**src/rtl/prog_loader.sv**
```systemverilog
`default_nettype none
// ============================================================================
// Module      : prog_loader
// Description : Multi-target program loader. Accepts a valid/ready word
//               stream and steers each word to one of NUM_TGT memory write
//               ports. Holds the core in reset while loading and releases it
//               only after a load that saw no unmapped or misaligned word.
//               Optional feature macro: PROG_LOADER_CSUM_EN (running checksum
//               of every accepted word; csum is tied to 0 when undefined).
// Revision    : 1.0 - initial release
// ============================================================================
module prog_loader #(
  parameter int ADDR_W  = 32,
  parameter int DATA_W  = 32,
  parameter int NUM_TGT = 2,
  parameter logic [NUM_TGT*ADDR_W-1:0] TGT_BASE = {32'h8010_0000, 32'h8000_0000},
  parameter int TGT_AW  = 16,
  parameter int CNT_W   = 16
) (
  input  logic               clk,
  input  logic               rst,
  input  logic               load_start,
  input  logic               ld_valid,
  output logic               ld_ready,
  input  logic [ADDR_W-1:0]  ld_addr,
  input  logic [DATA_W-1:0]  ld_data,
  input  logic               ld_last,
  output logic [NUM_TGT-1:0] mem_we,
  output logic [TGT_AW-1:0]  mem_waddr,
  output logic [DATA_W-1:0]  mem_wdata,
  output logic               cpu_rst,
  output logic               done,
  output logic               err,
  output logic [ADDR_W-1:0]  err_addr,
  output logic [CNT_W-1:0]   word_cnt,
  output logic [DATA_W-1:0]  csum
);

  localparam int LSB_W = $clog2(DATA_W / 8);

  typedef enum logic [1:0] {
    IDLE    = 2'd0,
    LOAD    = 2'd1,
    RELEASE = 2'd2,
    RUN     = 2'd3
  } state_t;

  state_t               r_state;
  state_t               w_next;
  logic                 w_ld_ready;
  logic                 w_cpu_rst;
  logic                 w_done;
  logic                 w_hs;
  logic                 w_start;
  logic                 w_aligned;
  logic                 w_found;
  logic                 w_hit;
  logic [NUM_TGT-1:0]   w_hit_vec;

  logic [NUM_TGT-1:0]   r_mem_we;
  logic [TGT_AW-1:0]    r_mem_waddr;
  logic [DATA_W-1:0]    r_mem_wdata;
  logic                 r_err;
  logic [ADDR_W-1:0]    r_err_addr;
  logic [CNT_W-1:0]     r_word_cnt;

  // A word is only accepted while loading; load_start only acts when not loading
  assign w_hs    = ld_valid & (r_state == LOAD);
  assign w_start = load_start & ((r_state == IDLE) || (r_state == RUN));

  // Word alignment check; byte-wide words are always aligned
  generate
    if (LSB_W == 0) begin : g_align_byte
      assign w_aligned = 1'b1;
    end else begin : g_align_word
      assign w_aligned = (ld_addr[LSB_W-1:0] == '0);
    end
  endgenerate

  // Region decode: lowest-numbered matching target wins on overlap
  always_comb begin
    w_hit_vec = '0;
    w_found   = 1'b0;
    for (int i = 0; i < NUM_TGT; i++) begin
      if (!w_found &&
          (ld_addr[ADDR_W-1:TGT_AW] == TGT_BASE[i*ADDR_W+TGT_AW +: ADDR_W-TGT_AW])) begin
        w_hit_vec[i] = 1'b1;
        w_found      = 1'b1;
      end
    end
  end

  assign w_hit = w_found & w_aligned;

  // State register
  always_ff @(posedge clk) begin
    if (rst) begin
      r_state <= IDLE;
    end else begin
      r_state <= w_next;
    end
  end

  // Next-state and state-decoded outputs
  always_comb begin
    w_next     = r_state;
    w_ld_ready = 1'b0;
    w_cpu_rst  = 1'b1;
    w_done     = 1'b0;
    case (r_state)
      IDLE: begin
        if (load_start) w_next = LOAD;
      end
      LOAD: begin
        w_ld_ready = 1'b1;
        if (w_hs && ld_last) w_next = RELEASE;
      end
      RELEASE: begin
        // Error flag already includes the final word at this point
        w_next = r_err ? IDLE : RUN;
      end
      RUN: begin
        w_cpu_rst = 1'b0;
        w_done    = 1'b1;
        if (load_start) w_next = LOAD;
      end
      default: w_next = IDLE;
    endcase
  end

  // Write port, error capture and word counter
  always_ff @(posedge clk) begin
    if (rst) begin
      r_mem_we    <= '0;
      r_mem_waddr <= '0;
      r_mem_wdata <= '0;
      r_err       <= 1'b0;
      r_err_addr  <= '0;
      r_word_cnt  <= '0;
    end else begin
      r_mem_we <= '0;
      if (w_start) begin
        r_err      <= 1'b0;
        r_err_addr <= '0;
        r_word_cnt <= '0;
      end else if (w_hs) begin
        if (w_hit) begin
          r_mem_we    <= w_hit_vec;
          r_mem_waddr <= ld_addr[TGT_AW-1:0];
          r_mem_wdata <= ld_data;
          if (r_word_cnt != '1) r_word_cnt <= r_word_cnt + 1'b1;
        end else begin
          r_err <= 1'b1;
          if (!r_err) r_err_addr <= ld_addr;
        end
      end
    end
  end

`ifdef PROG_LOADER_CSUM_EN
  logic [DATA_W-1:0] r_csum;

  // Checksum over every accepted word, including rejected ones
  always_ff @(posedge clk) begin
    if (rst) begin
      r_csum <= '0;
    end else if (w_start) begin
      r_csum <= '0;
    end else if (w_hs) begin
      r_csum <= r_csum + ld_data;
    end
  end

  assign csum = r_csum;
`else
  assign csum = '0;
`endif

  assign ld_ready  = w_ld_ready;
  assign cpu_rst   = w_cpu_rst;
  assign done      = w_done;
  assign mem_we    = r_mem_we;
  assign mem_waddr = r_mem_waddr;
  assign mem_wdata = r_mem_wdata;
  assign err       = r_err;
  assign err_addr  = r_err_addr;
  assign word_cnt  = r_word_cnt;

endmodule
`default_nettype wire

```
**config.mk**
```make
export PLATFORM = sky130hd
export DESIGN_NAME = prog_loader
export DESIGN_NICKNAME = d
export VERILOG_FILES = /design/src/rtl/prog_loader.sv
export SDC_FILE = /design/constraint.sdc
export NUM_CORES = 1
export LEC_CHECK = 0
export BUFFER_PORTS_ARGS = -buffer_cell sky130_fd_sc_hd__buf_2
export CORE_AREA = 2 2 126 128
export CTS_CLUSTER_DIAMETER = 30
export DETAILED_ROUTE_END_ITERATION = 8
export DIE_AREA = 0 0 128 130
export GPL_TIMING_DRIVEN = 0
export PLACE_DENSITY = 0.61
export REMOVE_ABC_BUFFERS = 1
export SLEW_MARGIN = 20
export SYNTH_ARGS = -nofsm -noshare
export SYNTH_HDL_FRONTEND = slang
export SYNTH_SLANG_ARGS = --single-unit
```
**constraint.sdc**
```tcl
create_clock -name clk -period 3.9 [get_ports clk]
set_input_delay 0.78 -clock clk [delete_from_list [all_inputs] [get_ports clk]]
set_output_delay 0.78 -clock clk [all_outputs]
set_load 0.03 [all_outputs]
```
==> flow_summary.ini <==
[die]
die_area_sq_um = 16600
die_x_um = 128
start_util = 0.272
die_h_um = 130
rows = 46
ioPinCount = 203
core-area_sq_um = 15400

[yosys]
synth_area_leader_cell = dfxtp_1
synth_top_family_by_area = simple AND/OR/NAND/NOR gates
synth_area_per_cell_sq_um = 8.87
synth_ff_type = dfxtp_1
synthCells = 474
synth_compound_area_frac = 0.0851
yosysUniqueCellTypes = 40
synthMuxAreaShare = 0.124
syn_area_sq_um = 4200
yosysSeqAreaShare = 0.481
synth_most_common_cell = dfxtp_1
yosysWarnings = 0
synth_edf_count = 0
synthXorXnorAreaFrac = 0.00417
synth_seq_cells = 101
yosys.area_share.adder = 0.0119
synth_area_leaders = dfxtp_1 48%, mux2i_1 12%, nand2_1 7.2%
synthSimpleGateAreaFrac = 0.203
synth_common_cells = 101 x dfxtp_1, 81 x nand2_1, 57 x nor2_1
yosysTopAreaCellShare = 0.481
async_reset_ff_frac = 0

[sta]
worst_pin_slew_ns = 1.03
hold_viol = 0
rsz0062_at_grt = no
fin_ws_ns = 0.296
setup_violations = 0
period_minus_slack_ns = 3.60
maxSlewHeadroom = 0.315
fin_hold_ws_ns = 0.451
skew_ns = 0.0119
slew_violations = 0
max_freq_ghz = 0.277
timing.final.crit_share = 0.924

[layout]
area_delta_synth_final_pct = 30.2
nets = 709
fillCellCount = 1646
final_cells = 833
multiInputGateArea_sq_um = 1950
regArea_sq_um = 2020
n_antenna_cell = 0
drive_above_1_share = 0.315

[setup_path]
critPathKind = in2reg
r2r_end = mem_wdata[1]
r2r_slack_ns = 0.95
crit_path_cell_trace = buf_2 > or4_1 > or3_1 > nor4b_4 > buf_6 > buf_4 > buf_4 > buf_4 > mux2i_1 > nor2_1
cp.required_ns = 4.11
worstSetupStartpointType = input port
slowest_stage = nor4b_4
critPathMostFrequentCell = buf_4
path_buf_inv = 5
critPathTopFamily = simple AND/OR/NAND/NOR gates
cp_max_fo = 10
cpPeakStageDelay_ns = 0.73
end_kind = flop
cp_num_cells = 10
arrival_ns = 3.81
rr_worst_depth = 10
r2r_start = r_state[0]

[clocking]
cts_resized = 0
cts.htree.levels = 3
cts_tree = yes
cts.sinks = 101
cts_hold_buf = 0
numCtsBuffers = 9
root_buffer = clkbuf_16
post_cts.repair.setup_buffers = 0
cts_max_path_buffers = 2
clk_pin_slew_worst_paths_ns = 0.07
worstSkewPairLatency_ns = 0.35

[run]
drv_cap = 0

[placement]
dpl.cell_count = 817
gp_congestion = 0.790
dpl.hpwl_um = 8220
pre_cts_ws_ns = -0.155
portBuffers = 170

[global_route]
grt_pass1_vias = 3297
antenna_found_initial = 0
grt_pass1_wl_um = 17300
grt_overflow = 0
grt_max_degree = 53
grtUsageTotal = 0.135

[routing]
avgViaCountPerCell = 4.47
first_pass_iters = 4
dr_total_vias = 3726
dr.first_iter.drc_count = 181
totalWireLength_um = 11300
ant_nets = 0
drc_errors = 0
wl_per_cell_um = 13.5

[hold_path]
worstHoldStart = err_addr[25]
holdPathEnd = err_addr[25]
hp-class = reg2reg
min_path_cells = 2

[power_and_ir_drop]
powerDensity_nw_per_um2 = 441
peakVddDrop_mv = 0.204
power.leakage_nw = 2.33

[status]
status = finished clean
-- per-layer routing --
metal  vias up  GRT usage  routed length (um)
li1       1866          -                   -
met1      1678      0.173                5070
met2       172      0.202                4930
met3        10     0.0582                1130
met4         0     0.0485                 142
met5         -          0                   0
-- where the power goes --
group          switching, mW  internal (mW)  total (mW)  leakage [nW]
sequential            0.0189           1.06        1.08         0.814
combinational          0.306          0.131       0.437          1.38
clock                  0.445          0.448       0.893         0.133
-- layout make-up --
type,instances,share of cell area
Sequential cell,101,0.369
Multi-Input combinational cell,339,0.356
Timing Repair Buffer,177,0.172
Tap cell,192,0.0439
Clock buffer,9,0.0412
Clock inverter,7,0.0123
Inverter,8,0.00549
-- flip-flops by register name, summed over array words and instances, names as in the netlist --
register,cells
mem_we,2
word_cnt,16
mem_wdata,32
err_addr,32
mem_waddr,16
err,1
r_state,2
-- worst min-delay path, stage by stage (launching register included) --
cell,delay (ns)
dfxtp_1,0.31
nand2_1,0.05
a21oi_1,0.05
-- cells in the final DEF, fill, tap and decap left out, types with 2 or more instances in the layout --
cell        instances
buf_2             170
dfxtp_1           101
nand2_1            81
nor2_1             57
mux2i_1            52
a21oi_1            42
conb_1             32
nor4_1             11
clkbuf_16           9
inv_1               8
nand3_1             6
or3_1               6
o21ai_0             6
nand2b_1            5
ha_1                4
buf_4               4
or4_1               3
and3_1              3
clkinvlp_4          3
nor4b_1             2
nand3b_1            2
nand4_1             2
nor3_1              2
xnor2_1             2
nor3b_1             2
inv_6               2
-- cell families (layout without fill, tap and decap cells) --
logic type,count (synthesis),after routing
compound gates,60,60
flops,101,101
mux,52,52
buf+inv,65,201
fa+ha+maj,4,4
simple gates,189,189
other cells,1,32
xor+xnor,2,2
-- metrics by stage --
stage	instance area (sq um)	utilization	power (mW)	TNS (ns)
after detailed placement	5170	0.335	1.55	-1.17
final	5470	0.355	2.41	0
after CTS	5470	0.354	2.46	0
after floorplan	3970	-	1.37	-98.50
after global placement	5060	0.328	1.52	-191.89
after global routing	5470	0.355	2.54	0
-- worst max-delay path by stage --
stage | startpoint | end | slack, ns
2_1_floorplan | ld_addr[24] | mem_waddr[10] | -2.06
3_3_place_gp | ld_addr[24] | mem_waddr[10] | -3.83
3_5_place_dp | ld_addr[24] | mem_waddr[5] | -0.15
4_1_cts | ld_addr[24] | mem_wdata[1] | 0.23
5_1_grt | ld_addr[24] | mem_wdata[1] | 0.08
6_report | ld_addr[24] | mem_wdata[1] | 0.30
(Power assumes the default switching activity.)
